$ cat src/rtl/ppu_obj_fifo_n.sv
// rtl/ppu_obj_fifo_n.sv - parametrised PPU sprite output FIFO with flip, clipping and slot rejection
// Optional macro OBJ_FIFO_SPR0_EN: per-slot sprite-0 tag driving SPR0HIT (constant 0 when undefined).
module ppu_obj_fifo_n #(
  parameter int NUM_SLOTS = 8,
  parameter int SLOT_W    = 3
) (
  input  logic              CLK,
  input  logic              n_RES,
  input  logic              PCLK_EN,
  input  logic              Z_HPOS,
  input  logic              VIS,
  input  logic              CLPO,
  input  logic              LD,
  input  logic [SLOT_W-1:0] LD_SLOT,
  input  logic [7:0]        LD_X,
  input  logic [7:0]        LD_ATTR,
  input  logic [7:0]        LD_PAT_A,
  input  logic [7:0]        LD_PAT_B,
  input  logic              LD_SPR0,
  output logic [3:0]        ZCOL,
  output logic              OPAQUE,
  output logic              ZPRIO,
  output logic              SPR0HIT
);

  localparam logic [8:0] POS_MAX = 9'd511;

  logic [7:0]           x_q     [NUM_SLOTS];
  logic [7:0]           pat_a_q [NUM_SLOTS];
  logic [7:0]           pat_b_q [NUM_SLOTS];
  logic [1:0]           pal_q   [NUM_SLOTS];
  logic [NUM_SLOTS-1:0] prio_q;
  logic [NUM_SLOTS-1:0] armed_q;
  logic [NUM_SLOTS-1:0] spr0_vec;
  logic [8:0]           pos_q;

  logic [7:0] ld_a;
  logic [7:0] ld_b;
  logic       clip;
  logic       win_found;
  logic [3:0] win_col;
  logic       win_prio;
  logic       win_spr0;

  logic unused_attr;
  assign unused_attr = &{1'b0, LD_ATTR[7], LD_ATTR[4:2]};

  function automatic logic [7:0] rev8(input logic [7:0] v);
    logic [7:0] r;
    for (int i = 0; i < 8; i++) r[i] = v[7-i];
    return r;
  endfunction

  // Flip is applied once at load so the shifter always emits MSB first.
  assign ld_a = LD_ATTR[6] ? rev8(LD_PAT_A) : LD_PAT_A;
  assign ld_b = LD_ATTR[6] ? rev8(LD_PAT_B) : LD_PAT_B;
  assign clip = CLPO && (pos_q < 9'd8);

`ifdef OBJ_FIFO_SPR0_EN
  logic [NUM_SLOTS-1:0] spr0_q;
  assign spr0_vec = spr0_q;
`else
  logic unused_spr0;
  assign unused_spr0 = LD_SPR0;
  assign spr0_vec    = '0;
`endif

  // Scan from the top so the lowest-index opaque candidate overrides the rest.
  always_comb begin
    win_found = 1'b0;
    win_col   = 4'd0;
    win_prio  = 1'b0;
    win_spr0  = 1'b0;
    for (int i = NUM_SLOTS - 1; i >= 0; i--) begin
      if (armed_q[i] && (x_q[i] == 8'd0) && (pat_a_q[i][7] || pat_b_q[i][7])) begin
        win_found = 1'b1;
        win_col   = {pal_q[i], pat_b_q[i][7], pat_a_q[i][7]};
        win_prio  = prio_q[i];
        win_spr0  = spr0_vec[i];
      end
    end
  end

  always_ff @(posedge CLK or negedge n_RES) begin
    if (!n_RES) begin
      for (int i = 0; i < NUM_SLOTS; i++) begin
        x_q[i]     <= 8'd0;
        pat_a_q[i] <= 8'd0;
        pat_b_q[i] <= 8'd0;
        pal_q[i]   <= 2'd0;
      end
      prio_q  <= '0;
      armed_q <= '0;
`ifdef OBJ_FIFO_SPR0_EN
      spr0_q  <= '0;
`endif
      pos_q   <= 9'd0;
      ZCOL    <= 4'd0;
      OPAQUE  <= 1'b0;
      ZPRIO   <= 1'b0;
      SPR0HIT <= 1'b0;
    end else begin
      if (PCLK_EN) begin
        if (VIS && !Z_HPOS) begin
          if (win_found && !clip) begin
            ZCOL    <= win_col;
            OPAQUE  <= 1'b1;
            ZPRIO   <= win_prio;
            SPR0HIT <= win_spr0;
          end else begin
            ZCOL    <= 4'd0;
            OPAQUE  <= 1'b0;
            ZPRIO   <= 1'b0;
            SPR0HIT <= 1'b0;
          end
          for (int i = 0; i < NUM_SLOTS; i++) begin
            if (armed_q[i]) begin
              if (x_q[i] == 8'd0) begin
                pat_a_q[i] <= {pat_a_q[i][6:0], 1'b0};
                pat_b_q[i] <= {pat_b_q[i][6:0], 1'b0};
              end else begin
                x_q[i] <= x_q[i] - 8'd1;
              end
            end
          end
          if (pos_q != POS_MAX) pos_q <= pos_q + 9'd1;
        end else begin
          ZCOL    <= 4'd0;
          OPAQUE  <= 1'b0;
          ZPRIO   <= 1'b0;
          SPR0HIT <= 1'b0;
        end
      end
      if (Z_HPOS) begin
        armed_q <= '1;
        pos_q   <= 9'd0;
      end
      // Out-of-range LD_SLOT matches no slot, so the load is dropped.
      for (int i = 0; i < NUM_SLOTS; i++) begin
        if (LD && (LD_SLOT == SLOT_W'(i))) begin
          x_q[i]     <= LD_X;
          pat_a_q[i] <= ld_a;
          pat_b_q[i] <= ld_b;
          pal_q[i]   <= LD_ATTR[1:0];
          prio_q[i]  <= LD_ATTR[5];
          armed_q[i] <= Z_HPOS;
`ifdef OBJ_FIFO_SPR0_EN
          spr0_q[i]  <= LD_SPR0;
`endif
        end
      end
    end
  end

endmodule

$ cat config.mk
export PLATFORM = sky130hd
export DESIGN_NAME = ppu_obj_fifo_n
export DESIGN_NICKNAME = d
export VERILOG_FILES = /design/src/rtl/ppu_obj_fifo_n.sv
export SDC_FILE = /design/constraint.sdc
export NUM_CORES = 1
export LEC_CHECK = 0
export CAP_MARGIN = 20
export CORE_AREA = 4 4 141 143
export CTS_BUF_LIST = sky130_fd_sc_hd__clkbuf_16
export DETAILED_ROUTE_END_ITERATION = 8
export DIE_AREA = 0 0 145 147
export GPL_TIMING_DRIVEN = 0
export PLACE_DENSITY = 0.84
export SKIP_LAST_GASP = 1
export SLEW_MARGIN = 25
export SYNTH_ARGS = -nofsm -noshare
export SYNTH_HDL_FRONTEND = slang
export SYNTH_SLANG_ARGS = --single-unit
$ cat constraint.sdc
create_clock -name CLK -period 3.4 [get_ports CLK]
set_clock_uncertainty 0.05 [all_clocks]
set_input_delay 0.68 -clock CLK [delete_from_list [all_inputs] [get_ports CLK]]
set_output_delay 0.68 -clock CLK [all_outputs]
set_load 0.01 [all_outputs]
==> impl_results.html <==
<table>
<tr><th>Metric</th><th>Value</th></tr>
<tr><th colspan="2">Cells and area</th></tr>
<tr><td>Finished Layout Cells</td><td>1705</td></tr>
<tr><td>Area taken by flip-flops and latches</td><td>0.00598 sq mm</td></tr>
<tr><td>Combined area of the multi-input logic cells</td><td>0.00556 sq mm</td></tr>
<tr><td>Fill count</td><td>1347</td></tr>
<tr><td>Final design utilization</td><td>72.4%</td></tr>
<tr><td>Commonest non-fill, non-tap cell in the layout</td><td>nand2_1</td></tr>
<tr><td>Layout overhead on the synthesized area</td><td>12.5%</td></tr>
<tr><td>Share of layout cells above drive strength 1</td><td>6.25%</td></tr>
<tr><td>Number of nets in the finished design</td><td>1513</td></tr>
<tr><td>Leading cell types in the layout, fill and taps excluded</td><td>nand2_1, dfrtp_1, o21ai_0</td></tr>
<tr><td>Ant. Diodes</td><td>0</td></tr>
<tr><th colspan="2">Setup path</th></tr>
<tr><td>CP Max Fanout</td><td>10</td></tr>
<tr><td>Startpoint Class</td><td>primary input</td></tr>
<tr><td>Worst Path Arrival</td><td>3.16 ns</td></tr>
<tr><td>Required arrival time at the worst endpoint</td><td>3.79 ns</td></tr>
<tr><td>Critical setup path kind</td><td>in2reg</td></tr>
<tr><td>Worst Setup End Kind</td><td>flop</td></tr>
<tr><th colspan="2">GRT</th></tr>
<tr><td>Global-route wire length before repair</td><td>51800 microns</td></tr>
<tr><td>Top Usage Layer GRT</td><td>met2</td></tr>
<tr><td>Pin count of the biggest net entering global routing</td><td>90</td></tr>
<tr><td>Vias in the first global route</td><td>10122</td></tr>
<tr><td>Antenna violations before repair</td><td>0</td></tr>
<tr><td>Grt met2 use</td><td>48.9%</td></tr>
<tr><td>GRT Resource Usage Total</td><td>29.7%</td></tr>
<tr><td>Met1 usage</td><td>40.5%</td></tr>
<tr><td>Remaining Overflow, GRT</td><td>0</td></tr>
<tr><td>Global-route track usage on met3</td><td>4.50%</td></tr>
<tr><th colspan="2">Clock tree</th></tr>
<tr><td>Clock-pin slew of the registers on the worst-case setup and hold paths</td><td>0.06 ns</td></tr>
<tr><td>Bufs on Longest Clock Path</td><td>3</td></tr>
<tr><td>Post-CTS Resized</td><td>0</td></tr>
<tr><td>Insertion delay to the later sink of the worst-skew pair</td><td>0.53 ns</td></tr>
<tr><td>Clock Sinks</td><td>239</td></tr>
<tr><td>CTS tree</td><td>done</td></tr>
<tr><td>Number of CTS-inserted buffers</td><td>25</td></tr>
<tr><td>Cts-stage hold buffer count</td><td>0</td></tr>
<tr><td>Post-CTS repair timing setup buffer count</td><td>0</td></tr>
<tr><td>Root Buffer</td><td>clkbuf_16</td></tr>
<tr><td>H-tree Lvls</td><td>1</td></tr>
<tr><th colspan="2">Floorplan</th></tr>
<tr><td>Std-Cell Rows</td><td>50</td></tr>
<tr><td>Area of the die</td><td>0.0213 sq mm</td></tr>
<tr><td>Starting density of the core</td><td>64.4%</td></tr>
<tr><td>Die X</td><td>145 microns</td></tr>
<tr><td>Io pins</td><td>50</td></tr>
<tr><td>Die Span Y</td><td>147 microns</td></tr>
<tr><td>Area of the placeable core</td><td>0.0186 sq mm</td></tr>
<tr><th colspan="2">Routing</th></tr>
<tr><td>DRT Wirelength</td><td>31800 microns</td></tr>
<tr><td>Antenna Violating Nets Remaining</td><td>0</td></tr>
<tr><td>Initial DRT Pass Iterations</td><td>5</td></tr>
<tr><td>DR iter-0 viols</td><td>1021</td></tr>
<tr><td>Number of remaining DRC errors</td><td>0</td></tr>
<tr><td>Vias after detailed routing</td><td>10516</td></tr>
<tr><td>Average wire length per cell after detail routing</td><td>18.7 microns</td></tr>
<tr><td>Ratio of routed vias to standard cells</td><td>6.17</td></tr>
<tr><th colspan="2">Synthesis</th></tr>
<tr><td>Proportion of synthesized chip area in sequential cells</td><td>50.0%</td></tr>
<tr><td>Synth Register Bits</td><td>239</td></tr>
<tr><td>Number of synthesized flops with an enable pin</td><td>0</td></tr>
<tr><td>Synth Area per Inst</td><td>8.55 sq um</td></tr>
<tr><td>Synthesis Warnings</td><td>0</td></tr>
<tr><td>Synthesized instance count</td><td>1398</td></tr>
<tr><td>Synthesized Nets</td><td>1457</td></tr>
<tr><td>Synth area leader</td><td>dfrtp_1</td></tr>
<tr><td>Cell area after synthesis</td><td>0.0120 sq mm</td></tr>
<tr><td>Dominant register cell in the synthesized netlist</td><td>dfrtp_1</td></tr>
<tr><td>Share of the synthesized area in the top cell type</td><td>50.0%</td></tr>
<tr><td>Count of different cell masters after synthesis</td><td>71</td></tr>
<tr><td>Proportion of synthesized flip-flops having asynchronous set or reset</td><td>100%</td></tr>
<tr><td>Largest cells by area after synthesis</td><td>dfrtp_1, nand2_1, o21ai_0</td></tr>
<tr><th colspan="2">STA</th></tr>
<tr><td>RSZ-0062 raised after global routing</td><td>no</td></tr>
<tr><td>Final slew viol count</td><td>0</td></tr>
<tr><td>Final Cycle Share</td><td>81.7%</td></tr>
<tr><td>Worst setup slack after layout</td><td>0.623 ns</td></tr>
<tr><td>Final-report hold violation count</td><td>0</td></tr>
<tr><td>Relative slew slack</td><td>28.2%</td></tr>
<tr><td>Final critical-path required period</td><td>2.78 ns</td></tr>
<tr><td>Slew at the pin with the worst max-slew slack</td><td>1.05 ns</td></tr>
<tr><td>Finish-stage setup viols</td><td>0</td></tr>
<tr><td>Total Negative Setup Slacks</td><td>0 ns</td></tr>
<tr><td>Fmax</td><td>0.360 GHz</td></tr>
<tr><th colspan="2">Place</th></tr>
<tr><td>Place WS</td><td>0.156 ns</td></tr>
<tr><td>Global placer's final weighted congestion</td><td>0.851</td></tr>
<tr><td>Half-perimeter wire length of the detailed placement result</td><td>20800 microns</td></tr>
<tr><td>Number of buffer cells added on primary ports</td><td>27</td></tr>
<tr><td>Placed cell count</td><td>1661</td></tr>
<tr><th colspan="2">Pwr</th></tr>
<tr><td>Power Density</td><td>675 mW/mm^2</td></tr>
<tr><td>Overall power consumption</td><td>9.08 mW</td></tr>
<tr><td>Worst vdd rail ir drop</td><td>0.436 mV</td></tr>
<tr><td>Cell leakage power</td><td>5.67 nW</td></tr>
<tr><th colspan="2">Run</th></tr>
<tr><td>Max cap viols</td><td>0</td></tr>
<tr><th colspan="2">Run status</th></tr>
<tr><td>Result of the run</td><td>complete, no violations</td></tr>
<tr><th colspan="2">Hold path</th></tr>
<tr><td>Class of the most critical hold timing path</td><td>in2async</td></tr>
</table>
-- registers in the layout, summed over array words and instances (netlist names), 4 cells and up --
signal	count
pat_a_q	64
pat_b_q	64
x_q	64
pal_q	16
pos_q	9
armed_q	8
prio_q	8
ZCOL	4
-- synth_stat cells, types with 2 or more instances --
cell / n
a2111oi_2: 2
a211o_1: 2
a21o_1: 9
a21oi_1: 127
a221oi_1: 3
a22oi_2: 2
a31oi_1: 13
a31oi_2: 4
and3_1: 9
and4_1: 2
buf_1: 6
buf_2: 2
buf_4: 5
clkbuf_1: 74
dfrtp_1: 239
ha_1: 16
inv_1: 30
mux2_2: 7
mux2i_1: 20
nand2_1: 273
nand2b_1: 4
nand3_1: 27
nand3b_1: 2
nand4_1: 6
nor2_1: 177
nor2b_1: 3
nor3_1: 11
nor3b_1: 4
nor4_1: 11
nor4_2: 2
o21a_1: 2
o21ai_0: 195
o22ai_1: 4
o31ai_1: 5
o32ai_1: 2
or3_1: 2
or4_1: 8
xnor2_1: 24
xor2_1: 32
-- path summary, 6_finish.rpt --
path / start / endpoint / slack (ns) / cells after the start
setup / recovery: PCLK_EN / x_q[15] / 0.62 / 9
hold / removal: n_RES / x_q[2] / 0.05 / 1
setup reg to reg: x_q[16] / ZCOL[0] / 0.82 / 9
hold reg to reg: pat_b_q[54] / pat_b_q[54] / 0.43 / 2
max in group asynchronous: n_RES / pat_b_q[19] / 2.41 / 2
min in group CLK: pat_b_q[54] / pat_b_q[54] / 0.43 / 2
-- cells by family (layout without fill, tap and decap cells) --
group                    Yosys count  in the layout  synth area share [%]
other                              1              1                0.0314
adder cells (fa/ha/maj)           16             16                  1.67
multiplexers                      27             27                  2.33
AO/OA/AOI/OAI                    384            384                  17.8
flip-flops                       239            239                  50.0
XOR/XNOR                          56             56                  4.10
buffers and inverters            119            192                  3.99
AND/OR/NAND/NOR                  556            556                  20.1
-- where the power goes --
part	switching, mW	internal, mW
sequential	0.691	3.67
combinational	1.10	0.840
clock	1.14	1.64
total	2.93	6.15
-- per-layer routing --
| metal | vias up | wire [microns] |
|---|---|---|
| met5 | - | 0 |
| met4 | 0 | 1270 |
| met3 | 110 | 2480 |
| met2 | 495 | 15100 |
| met1 | 5040 | 13000 |
| li1 | 4871 | - |
-- cell type report --
cell class	instances	share of cell area, %
plain buffers	89	2.71
clock buffers	25	4.65
clock inverters	19	1.41
inverters	30	0.837
multi-input cells	1040	41.3
flip-flops and latches	239	44.4
well taps	234	2.18
repair buffers	29	2.45
-- stage by stage --
stage          instance area (sq um)  hold slack (ns)
4_1_cts                        13500           0.0646
5_1_grt                        13500           0.0909
6_report                       13500           0.0544
3_5_place_dp                   12600            0.409
2_1_floorplan                  12000            0.334
3_3_place_gp                   12500            0.406
-- critical path: stages --
cell and delay (ns):
clkdlybuf4s50_1 0.57, and3b_1 0.18, buf_2 0.20, buf_4 0.25
nand2_1 0.09, a31oi_2 0.35, nand3_1 0.21, or4_1 0.44
a31oi_1 0.19
Note: power is estimated with default switching activity, not from simulation.
